--- src/rtl/pipeline_ctrl.sv ---
// -----------------------------------------------------------------------------
// pipeline_ctrl
//
// Execution sequencer for the 5-stage MIPS pipeline. It generates the PC and
// pipeline-register write enables, the IF/ID flush and the ID/EX bubble. It
// supports continuous and single-step execution, load-use stalls and branch
// flushes. After a HALT is fetched it drains the pipeline so that HALT retires
// through WB, and then it freezes in DONE until reset.
//
// Optional feature macro: PIPE_CYCLE_COUNT_EN
//   defined   -> an NB_CNT-bit saturating advance counter drives o_cycle_count
//   undefined -> no counter register is built and o_cycle_count is tied to 0
//
// Parameters
//   NB_CNT        width of the executed-cycle counter
//   DRAIN_CYCLES  advances after the HALT-fetch advance that retire HALT
//
// Ports
//   i_clock            pipeline clock, rising edge
//   i_reset            asynchronous active-high reset
//   i_mode_step        1 = single-step, 0 = continuous (latched on start)
//   i_start            start pulse, accepted only in IDLE
//   i_step             one advance per cycle high, step mode only
//   i_halt_fetched     IF stage holds a HALT opcode
//   i_load_use_hazard  stall request from the hazard unit
//   i_branch_taken     branch/jump resolved taken in ID
//   o_pc_en            PC write enable
//   o_if_id_en         IF/ID write enable
//   o_pipe_en          ID/EX, EX/MEM, MEM/WB write enable
//   o_if_id_flush      load NOP into IF/ID on this advance
//   o_id_ex_bubble     load NOP controls into ID/EX on this advance
//   o_running          registered: RUN, STEP_WAIT or DRAIN
//   o_done             registered: DONE
//   o_cycle_count      registered: advances since reset (saturating)
// -----------------------------------------------------------------------------
module pipeline_ctrl #(
   parameter int NB_CNT       = 32,
   parameter int DRAIN_CYCLES = 4
) (
   input  logic              i_clock,
   input  logic              i_reset,
   input  logic              i_mode_step,
   input  logic              i_start,
   input  logic              i_step,
   input  logic              i_halt_fetched,
   input  logic              i_load_use_hazard,
   input  logic              i_branch_taken,
   output logic              o_pc_en,
   output logic              o_if_id_en,
   output logic              o_pipe_en,
   output logic              o_if_id_flush,
   output logic              o_id_ex_bubble,
   output logic              o_running,
   output logic              o_done,
   output logic [NB_CNT-1:0] o_cycle_count
);

   localparam logic [2:0] ST_IDLE      = 3'd0;
   localparam logic [2:0] ST_RUN       = 3'd1;
   localparam logic [2:0] ST_STEP_WAIT = 3'd2;
   localparam logic [2:0] ST_DRAIN     = 3'd3;
   localparam logic [2:0] ST_DONE      = 3'd4;

   // Keep the drain counter at least one bit wide even for DRAIN_CYCLES = 1.
   localparam int                  NB_DRAIN   = (DRAIN_CYCLES > 1) ? $clog2(DRAIN_CYCLES) : 1;
   localparam logic [NB_DRAIN-1:0] DRAIN_LAST = NB_DRAIN'(DRAIN_CYCLES - 1);

   logic [2:0]          r_state;
   logic [2:0]          w_state_next;
   logic                r_mode_step;
   logic                w_mode_next;
   logic [NB_DRAIN-1:0] r_drain_cnt;
   logic [NB_DRAIN-1:0] w_drain_next;
   logic                r_running;
   logic                r_done;
   logic                w_advance;

   // An advance happens every cycle in RUN. In STEP_WAIT and DRAIN it waits
   // for i_step only when step mode was latched at start.
   always_comb begin
      w_advance = 1'b0;
      case (r_state)
         ST_RUN:                w_advance = 1'b1;
         ST_STEP_WAIT, ST_DRAIN: w_advance = r_mode_step ? i_step : 1'b1;
         default:               w_advance = 1'b0;
      endcase
   end

   // Enables, flush and bubble. All of them stay 0 outside an advance.
   always_comb begin
      o_pc_en        = 1'b0;
      o_if_id_en     = 1'b0;
      o_pipe_en      = 1'b0;
      o_if_id_flush  = 1'b0;
      o_id_ex_bubble = 1'b0;
      if (w_advance) begin
         if (r_state == ST_DRAIN) begin
            // Freeze the PC and feed NOPs behind HALT while it retires.
            o_if_id_en    = 1'b1;
            o_if_id_flush = 1'b1;
            o_pipe_en     = 1'b1;
         end else if (i_load_use_hazard) begin
            // The stall wins over a branch: the branch re-resolves on the
            // next advance, so its flush must not discard the held IF/ID.
            o_pipe_en      = 1'b1;
            o_id_ex_bubble = 1'b1;
         end else begin
            o_pc_en       = 1'b1;
            o_if_id_en    = 1'b1;
            o_pipe_en     = 1'b1;
            o_if_id_flush = i_branch_taken;
         end
      end
   end

   always_comb begin
      w_state_next = r_state;
      w_mode_next  = r_mode_step;
      w_drain_next = r_drain_cnt;
      case (r_state)
         ST_IDLE: begin
            if (i_start) begin
               w_mode_next  = i_mode_step;
               w_state_next = i_mode_step ? ST_STEP_WAIT : ST_RUN;
            end
         end
         ST_RUN, ST_STEP_WAIT: begin
            // A HALT seen during a stall is not yet accepted into IF/ID.
            if (w_advance && i_halt_fetched && !i_load_use_hazard) begin
               w_state_next = ST_DRAIN;
               w_drain_next = '0;
            end
         end
         ST_DRAIN: begin
            if (w_advance) begin
               if (r_drain_cnt == DRAIN_LAST) begin
                  w_state_next = ST_DONE;
               end else begin
                  w_drain_next = r_drain_cnt + NB_DRAIN'(1);
               end
            end
         end
         ST_DONE: begin
            w_state_next = ST_DONE;
         end
         default: begin
            w_state_next = ST_IDLE;
         end
      endcase
   end

   always_ff @(posedge i_clock or posedge i_reset) begin
      if (i_reset) begin
         r_state     <= ST_IDLE;
         r_mode_step <= 1'b0;
         r_drain_cnt <= '0;
         r_running   <= 1'b0;
         r_done      <= 1'b0;
      end else begin
         r_state     <= w_state_next;
         r_mode_step <= w_mode_next;
         r_drain_cnt <= w_drain_next;
         r_running   <= (w_state_next == ST_RUN) || (w_state_next == ST_STEP_WAIT) ||
                        (w_state_next == ST_DRAIN);
         r_done      <= (w_state_next == ST_DONE);
      end
   end

   assign o_running = r_running;
   assign o_done    = r_done;

`ifdef PIPE_CYCLE_COUNT_EN
   logic [NB_CNT-1:0] r_cycle_count;

   // Advances only occur in RUN, STEP_WAIT and DRAIN, so the counter holds in
   // IDLE and DONE without an explicit state check.
   always_ff @(posedge i_clock or posedge i_reset) begin
      if (i_reset) begin
         r_cycle_count <= '0;
      end else if (w_advance && (r_cycle_count != '1)) begin
         r_cycle_count <= r_cycle_count + NB_CNT'(1);
      end
   end

   assign o_cycle_count = r_cycle_count;
`else
   assign o_cycle_count = '0;
`endif

endmodule

--- config.mk ---
export PLATFORM = sky130hd
export DESIGN_NAME = pipeline_ctrl
export DESIGN_NICKNAME = d
export VERILOG_FILES = /design/src/rtl/pipeline_ctrl.sv
export SDC_FILE = /design/constraint.sdc
export NUM_CORES = 1
export LEC_CHECK = 0
export BUFFER_PORTS_ARGS = -buffer_cell sky130_fd_sc_hd__buf_2
export CAP_MARGIN = 10
export CORE_MARGIN = 8
export CORE_UTILIZATION = 43
export CTS_BUF_LIST = sky130_fd_sc_hd__clkbuf_4
export CTS_CLUSTER_DIAMETER = 100
export DETAILED_ROUTE_END_ITERATION = 10
export GPL_TIMING_DRIVEN = 0
export PLACE_DENSITY_LB_ADDON = 0.25
export SLEW_MARGIN = 0
export SYNTH_ARGS = -nofsm -noshare
export SYNTH_HDL_FRONTEND = slang
export SYNTH_SLANG_ARGS = --single-unit
--- constraint.sdc ---
create_clock -name i_clock -period 1.6 [get_ports i_clock]
set_clock_uncertainty 0.05 [all_clocks]
set_input_delay 0.24 -clock i_clock [delete_from_list [all_inputs] [get_ports i_clock]]
set_output_delay 0.24 -clock i_clock [all_outputs]
set_load 0.01 [all_outputs]
==> impl_metrics.env, run 1 <==
export IMPL_final_util=0.6713
export IMPL_cts_sinks=8
export IMPL_cts_buffers=3
export IMPL_path_cells="nor2b_4, a211o_1, inv_2, and3_1, buf_2"
export IMPL_start_util=0.4659
export IMPL_crit_path_end_kind="primary output"
export IMPL_wl_per_cell_um=11.81
export IMPL_fin_crit_sh=1.069
export IMPL_grt_max_degree=9
export IMPL_synth_top_cell_area_share=0.3449
export IMPL_cts_tree="built"
export IMPL_max_vdd_ir_drop_uv=690.8
export IMPL_worstPathMaxFanout=4
export IMPL_synth_edf_count=0
export IMPL_cp_arrival_ps=1420
export IMPL_status="finished, violations left"
export IMPL_setup_violations=6
export IMPL_ys_top_cells_by_area="buf_4 34%, dfrtp_1 28%, inv_1 3.7%"
export IMPL_yosysSeqAreaShare=0.2787
export IMPL_hpwl_um=1353
export IMPL_p_leak_nw=0.6125
export IMPL_rows=14
export IMPL_p_seq_frac=0.233
export IMPL_rsz0062_at_grt="yes"
export IMPL_p_sw_uw=579.5
export IMPL_clkPwrFrac=0.110
export IMPL_maxCapViolations=0
export IMPL_crit_buf_inv=2
export IMPL_power_internal_uw=857.8
export IMPL_pre_cts_slack_ps=111.3
export IMPL_yosysMostFrequentCell="buf_4"
export IMPL_drt_iter0_drc=19
export IMPL_htreeDepth=1
export IMPL_synthTopCellsByCount="33 x buf_4, 8 x dfrtp_1, 7 x inv_1"
export IMPL_clkSlewWorstSetupHoldPaths_ps=60
export IMPL_crit_path_top_delay_cell="dfrtp_1"
export IMPL_synth_cells=84
export IMPL_portBuffers=14
export IMPL_slowest_delay_ps=380
export IMPL_track_usage=0.1079
export IMPL_cpLargestDelayFamily="flip-flops"
export IMPL_first_pass_iters=4
export IMPL_crit_type="reg -> out"
export IMPL_vias_per_cell=4.224
export IMPL_fillers=143
export IMPL_synthToLayoutAreaGrowth_pct=44.08
export IMPL_avgSynthCellArea_um2=8.550
export IMPL_finalSetupTns_ps=-320.3
export IMPL_drv_slew=0
export IMPL_ys_async_sr_fraction=1.000
export IMPL_finalCriticalPeriod_ps=1711
export IMPL_gp_congestion=0.8156
export IMPL_root_buffer="clkbuf_4"
export IMPL_regArea_um2=202.7
export IMPL_die_x_um=56.87
export IMPL_grt_pass1_wl_um=2822
export IMPL_antenna_found_initial=0
export IMPL_pwr_share_comb=0.657
export IMPL_ant_nets=0
export IMPL_hp_start="i_mode_step"
export IMPL_die_y_um=56.87
export IMPL_hold_violations=0
export IMPL_routed_wl_um=1842
export IMPL_cts_buffer_depth=2
export IMPL_min_path_cells=2
export IMPL_violations="negative setup slack"
export IMPL_drive_gt1_frac=0.4643
export IMPL_synth_top_flop_cell="dfrtp_1"
export IMPL_synth_area_um2=718.2
export IMPL_placed_cell_area_um2=924.6
export IMPL_r2r_slack_ps=-70
export IMPL_stdcell_area_um2=1035
export IMPL_fmax_mhz=584.4
export IMPL_min_to="r_mode_step"
export IMPL_r2r_cells=6
export IMPL_grt_pass1_vias=649
export IMPL_clk_latency_ps=260
export IMPL_diodes=0
export IMPL_hp_class="in -> reg"
export IMPL_yosysTopAreaCell="buf_4"
export IMPL_io_pins=47
export IMPL_fin_nets=151
export IMPL_grt_ovfl_total=0
export IMPL_drc=0
export IMPL_r2r_end="o_running"
export IMPL_finalWorstSetupSlack_ps=-111.1
export IMPL_power_density_nw_per_um2=1389
export IMPL_reg2reg_from="r_mode_step"
export IMPL_holdWs_ps=181.2
export IMPL_cp_start_kind="flip-flop"
export IMPL_p_sw_frac=0.4032
export IMPL_yosys_warnings=0
export IMPL_synth_cell_types=28
export IMPL_ys_seq_elements=8
export IMPL_die_area_um2=3234
export IMPL_crit_required_ps=1310
export IMPL_vias=659
export IMPL_core_area_um2=1541
export IMPL_multi_input_area_um2=367.9
==> power groups by stage <==
stage	combinational [mW]	clock (mW)	sequential [mW]
final	0.945	0.158	0.335
after global placement	0.675	0	0.340
after CTS	0.849	0.159	0.333
after global routing	1.02	0.169	0.344
after floorplan	0.522	0	0.339
after detailed placement	0.698	0	0.343
==> cell usage in the layout (no fill, tap or decap) <==
cell type      count
buf_4             39
conb_1            32
buf_2             14
inv_1              6
dfrtp_1            6
nand2b_1           3
a21oi_1            3
clkbuf_4           3
o211ai_1           2
nand2_1            2
o21ai_0            2
nor3_1             2
buf_6              2
dfrtp_2            2
nor2b_4            1
nand3_2            1
or3_1              1
nand4bb_1          1
nor3b_1            1
nor2b_1            1
mux2i_1            1
nor2_1             1
a211o_1            1
inv_2              1
nand3_1            1
a311o_1            1
nor4b_2            1
o21ai_1            1
and2_0             1
a221o_1            1
or2_1              1
and3_1             1
o22ai_1            1
mux2_2             1
ha_1               1
dlygate4sd3_1      1
==> metrics by stage <==
| step | power, mW | std cells |
|---|---|---|
| 2_1_floorplan | 0.8613 | 115 |
| 3_3_place_gp | 1.015 | 145 |
| 3_5_place_dp | 1.041 | 145 |
| 4_1_cts | 1.340 | 154 |
| 5_1_grt | 1.538 | 156 |
| 6_report | 1.437 | 156 |
==> flip-flops by register name, indices dropped and copies added (netlist names) <==
register	flops
r_state	3
o_running	1
o_done	1
r_drain_cnt	2
r_mode_step	1
==> how the worst max path moves through the flow <==
stage | cells past startpoint | from | endpoint
2_1_floorplan | 4 | r_mode_step | o_id_ex_bubble
3_3_place_gp | 5 | r_state[0] | o_id_ex_bubble
3_5_place_dp | 5 | r_state[0] | o_id_ex_bubble
4_1_cts | 5 | r_mode_step | o_id_ex_bubble
5_1_grt | 5 | r_mode_step | o_id_ex_bubble
6_report | 5 | r_mode_step | o_id_ex_bubble
==> cell families after synthesis <==
kind of cell             after synthesis  synth area share
AO/OA/AOI/OAI                         12            0.1115
adder cells (fa/ha/maj)                1           0.01742
buffers and inverters                 41            0.3885
flip-flops                             8            0.2787
multiplexers                           2           0.02962
other                                  1          0.005221
AND/OR/NAND/NOR                       19            0.1690
==> final cells by class <==
| cell class | count | share of cell area |
|---|---|---|
| plain buffers | 33 | 0.2370 |
| clock buffers | 3 | 0.02177 |
| inverters | 7 | 0.02539 |
| multi-input cells | 66 | 0.3555 |
| flip-flops and latches | 8 | 0.1959 |
| well taps | 16 | 0.01935 |
| repair buffers | 23 | 0.1451 |
==> layer usage <==
layer,part of all wire,wire (um),up-vias,track usage
li1,-,-,325,-
met5,0,0,-,0
met2,0.54,990,43,0.1975
met4,0.0098,18,0,0.02685
met1,0.33,617,285,0.09114
met3,0.12,216,6,0.07640
==> timing repair <==
item                                   CTS  global route
buffers inserted                         6             2
pin swaps                                2             0
gates resized for setup                  5             4
endpoints found under the hold margin    8             0
setup endpoints to repair                5             9
hold buffers                             1             0
No activity file was read; power rests on OpenSTA's default activity.
==> run 2: changes to the inputs <==
- REMOVE_ABC_BUFFERS: not set -> 1
==> impl_metrics.env, run 2 (synthesis results as in run 1) <==
export IMPL_finalWorstSetupSlack_ps=-110.1
export IMPL_drv_slew=0
export IMPL_finalCriticalPeriod_ps=1710
export IMPL_hpwl_um=1189
export IMPL_die_area_um2=3234
export IMPL_reg_largest_list="r_state x3, r_drain_cnt x2"
export IMPL_final_common_cell="conb_1"
export IMPL_hold_violations=0
export IMPL_drt_iter0_drc=7
export IMPL_violations="negative setup slack"
export IMPL_holdWs_ps=201.9
export IMPL_fin_cells=119
export IMPL_first_pass_iters=4
export IMPL_rsz0062_at_grt="yes"
export IMPL_pre_cts_slack_ps=63.10
export IMPL_final_util=0.5097
export IMPL_largest_reg_flops=3
export IMPL_htreeDepth=1
export IMPL_track_usage=0.08521
export IMPL_routed_wl_um=1509
export IMPL_grt_pass1_vias=553
export IMPL_rows=14
export IMPL_antenna_found_initial=0
export IMPL_die_y_um=56.87
export IMPL_die_x_um=56.87
export IMPL_start_util=0.4659
export IMPL_vias_per_cell=4.429
export IMPL_core_area_um2=1541
export IMPL_ant_nets=0
export IMPL_status="finished, violations left"
export IMPL_gp_congestion=0.8274
export IMPL_crit_type="reg -> out"
export IMPL_io_pins=47
export IMPL_cts_tree="built"
export IMPL_grt_ovfl_total=0
export IMPL_cp_arrival_ps=1420
export IMPL_max_vdd_ir_drop_uv=877.9
export IMPL_diodes=0
export IMPL_clkSlewWorstSetupHoldPaths_ps=50
export IMPL_crit_required_ps=1310
export IMPL_regArea_um2=203.9
export IMPL_fillers=153
export IMPL_cts_buffers=3
export IMPL_top_register="r_state"
export IMPL_power_density_nw_per_um2=1673
export IMPL_cts_sinks=8
export IMPL_r2r_slack_ps=70
export IMPL_vias=527
export IMPL_final_cell_mix="32 x conb_1, 13 x buf_2, 6 x inv_1, 5 x dfrtp_1, 4 x buf_4"
export IMPL_fmax_mhz=584.8
export IMPL_hp_class="in -> reg"
export IMPL_cts_buffer_depth=2
export IMPL_drive_gt1_frac=0.3301
export IMPL_wl_per_cell_um=12.68
export IMPL_grt_pass1_wl_um=2283
export IMPL_cp_start_kind="flip-flop"
export IMPL_fin_crit_sh=1.069
export IMPL_synthToLayoutAreaGrowth_pct=9.408
export IMPL_grt_max_degree=9
export IMPL_crit_path_end_kind="primary output"
export IMPL_place_inst=111
export IMPL_clk_latency_ps=250
export IMPL_worstPathMaxFanout=4
export IMPL_root_buffer="clkbuf_4"
export IMPL_p_leak_nw=0.4205
export IMPL_setup_violations=4
export IMPL_drc=0
export IMPL_multi_input_area_um2=396.6
export IMPL_fin_nets=114
export IMPL_portBuffers=14
export IMPL_maxCapViolations=0
==> run 2: final cells by class <==
| cell class | instances | share of cell area |
|---|---|---|
| clock buffer | 3 | 0.02866 |
| timing repair buffer | 19 | 0.1481 |
| multi-input combinational | 66 | 0.5048 |
| sequential | 8 | 0.2596 |
| inverter | 7 | 0.03344 |
| tap | 16 | 0.02548 |
==> run 2: final timing paths <==
check,startpoint,end,cells after the start
max,r_mode_step,o_id_ex_bubble,5
min,i_mode_step,r_mode_step,2
max reg2reg,r_mode_step,o_running,6
min reg2reg,r_drain_cnt[0],r_drain_cnt[0],1
max in group asynchronous,i_reset,r_state[0],3
min in group asynchronous,i_reset,o_done,3
==> run 2: critical path: stages, from the launching register on <==
cell     delay [ps]
dfrtp_1         380
nor2b_4         130
a211o_4         340
inv_2            70
and3_1          130
buf_2           130
==> run 2: through the flow <==
| stage | power (mW) | instance area, um^2 | setup TNS, ps |
|---|---|---|---|
| after floorplan | 0.7816 | 581.8 | 0 |
| after detailed placement | 0.9632 | 671.9 | 0 |
| after CTS | 1.197 | 738.2 | -133.2 |
| after global routing | 1.427 | 785.8 | -612.8 |
| after global placement | 0.9526 | 671.9 | 0 |
| final | 1.315 | 785.8 | -276.7 |
==> run 2: layer usage <==
layer | vias up | part of all wire | GRT usage
met5 | - | 0 | 0
met4 | 0 | 0 | 0.01678
met3 | 0 | 0.093 | 0.05618
met2 | 31 | 0.49 | 0.1301
met1 | 242 | 0.42 | 0.09731
li1 | 254 | - | -
==> run 2: power breakdown <==
group | internal, mW | total [mW] | switching [mW]
Sequential | 0.291 | 0.347 | 0.0562
Clock | 0.0856 | 0.150 | 0.0646
Combinational | 0.391 | 0.818 | 0.427
==> run 2: what timing repair did <==
item	4_1_cts	5_1_grt
endpoints found under the hold margin	8	0
pin swaps	2	2
setup endpoints to repair	5	6
hold buffers	1	0
buffers inserted	3	1
resized for setup	5	8
==> run 3: changes to the inputs <==
- CORE_MARGIN: 8 -> 3
- SKIP_LAST_GASP: not set -> 1
==> impl_metrics.env, run 3 (synthesis results as in run 1) <==
export IMPL_status="finished, violations left"
export IMPL_violations="negative setup slack"
export IMPL_finalWorstSetupSlack_ps=-82.22
export IMPL_final_cell_mix="32 x conb_1, 13 x buf_2, 7 x inv_1, 5 x dfrtp_1, 4 x buf_4"
export IMPL_cts_sinks=8
export IMPL_p_sw_uw=504.6
export IMPL_diodes=0
export IMPL_vias=531
export IMPL_grt_pass1_wl_um=1780
export IMPL_finalCriticalPeriod_ps=1682
export IMPL_clkPwrFrac=0.119
export IMPL_synthToLayoutAreaGrowth_pct=5.401
export IMPL_setup_violations=5
export IMPL_cts_buffers=3
export IMPL_drt_iter0_drc=15
export IMPL_die_x_um=46.87
export IMPL_p_seq_frac=0.281
export IMPL_max_vdd_ir_drop_uv=791.0
export IMPL_power_internal_uw=737.9
export IMPL_fillers=151
export IMPL_grt_ovfl_total=0
export IMPL_cp_start_kind="flip-flop"
export IMPL_crit_path_top_delay_cell="dfrtp_1"
export IMPL_grt_pass1_vias=421
export IMPL_cpLargestDelayFamily="flip-flops"
export IMPL_root_buffer="clkbuf_4"
export IMPL_cts_tree="built"
export IMPL_drive_gt1_frac=0.2718
export IMPL_hold_violations=0
export IMPL_crit_buf_inv=2
export IMPL_path_cells="nor2b_4, a211o_1, inv_1, and3_1, buf_2"
export IMPL_cts_buffer_depth=2
export IMPL_rows=14
export IMPL_top_register="r_state"
export IMPL_final_common_cell="conb_1"
export IMPL_largest_reg_flops=3
export IMPL_grt_max_degree=9
export IMPL_slowest_delay_ps=390
export IMPL_crit_required_ps=1310
export IMPL_rsz0062_at_grt="yes"
export IMPL_io_pins=47
export IMPL_crit_type="reg -> out"
export IMPL_clkSlewWorstSetupHoldPaths_ps=50
export IMPL_fin_nets=114
export IMPL_track_usage=0.1174
export IMPL_routed_wl_um=1184
export IMPL_wl_per_cell_um=9.950
export IMPL_worstPathMaxFanout=4
export IMPL_cp_arrival_ps=1390
export IMPL_drc=0
export IMPL_htreeDepth=1
export IMPL_vias_per_cell=4.462
export IMPL_reg2reg_from="r_mode_step"
export IMPL_die_area_um2=2197
export IMPL_fmax_mhz=594.5
export IMPL_p_total_mw=1.243
export IMPL_core_area_um2=1541
export IMPL_reg_largest_list="r_state x3, r_drain_cnt x2"
export IMPL_drv_slew=0
export IMPL_start_util=0.4659
export IMPL_power_density_nw_per_um2=1641
export IMPL_gp_congestion=0.7425
export IMPL_portBuffers=14
export IMPL_finalSetupTns_ps=-138.0
export IMPL_hpwl_um=961.7
export IMPL_pwr_share_comb=0.599
export IMPL_p_sw_frac=0.4061
export IMPL_p_leak_nw=0.4104
export IMPL_hp_class="in -> reg"
export IMPL_startpoint="r_mode_step"
export IMPL_pre_cts_slack_ps=86.83
export IMPL_maxCapViolations=0
export IMPL_clk_latency_ps=250
export IMPL_die_y_um=46.87
export IMPL_hp_start="i_mode_step"
export IMPL_first_pass_iters=4
export IMPL_fin_crit_sh=1.051
export IMPL_antenna_found_initial=0
export IMPL_ant_nets=0
export IMPL_crit_path_end_kind="primary output"
-- run 3: layout make-up --
| cell class | instances | area [um^2] | area share |
|---|---|---|---|
| inverters | 7 | 26.28 | 0.03471 |
| flip-flops and latches | 8 | 203.9 | 0.2694 |
| clock buffers | 3 | 22.52 | 0.02975 |
| well taps | 16 | 20.02 | 0.02645 |
| multi-input cells | 66 | 367.9 | 0.4860 |
| repair buffers | 19 | 116.4 | 0.1537 |
-- run 3: power by group through the flow --
stage | sequential, mW | combinational [mW] | clock, mW
after floorplan | 0.366 | 0.416 | 0
after global placement | 0.381 | 0.570 | 0
after detailed placement | 0.382 | 0.575 | 0
after CTS | 0.346 | 0.685 | 0.156
after global routing | 0.356 | 0.831 | 0.169
final | 0.350 | 0.745 | 0.148
-- run 3: worst paths after layout --
path	slack [ps]	endpoint	depth (start not counted)
max	-80	o_id_ex_bubble	5
min	200	r_mode_step	2
max reg2reg	80	o_running	5
min reg2reg	440	r_drain_cnt[0]	1
max in group asynchronous	840	r_state[1]	3
min in group asynchronous	410	o_done	3
-- run 3: what timing repair did --
item / CTS / global route
buffers inserted: 3 / 1
resized for setup: 5 / 2
endpoints found under the hold margin: 8 / 0
hold buffers: 1 / 0
setup endpoints to repair: 5 / 5
pin swaps: 2 / 0
-- run 3: routing by layer --
layer / wire (um) / vias up / track usage
li1: - / 254 / -
met1: 433 / 243 / 0.1382
met2: 603 / 34 / 0.1897
met3: 147 / 0 / 0.06897
met4: 0 / 0 / 0.01657
met5: 0 / - / 0
-- run 3: metrics by stage --
step	std cells	area, um^2	hold WS, ps	util
floorplan	81	581.8	5.658	-
global placement	111	671.9	141.3	0.4359
detailed placement	111	671.9	142.7	0.4359
CTS	118	738.2	186.8	0.4789
global route	119	757.0	201.4	0.4911
finish	119	757.0	196.8	0.4911
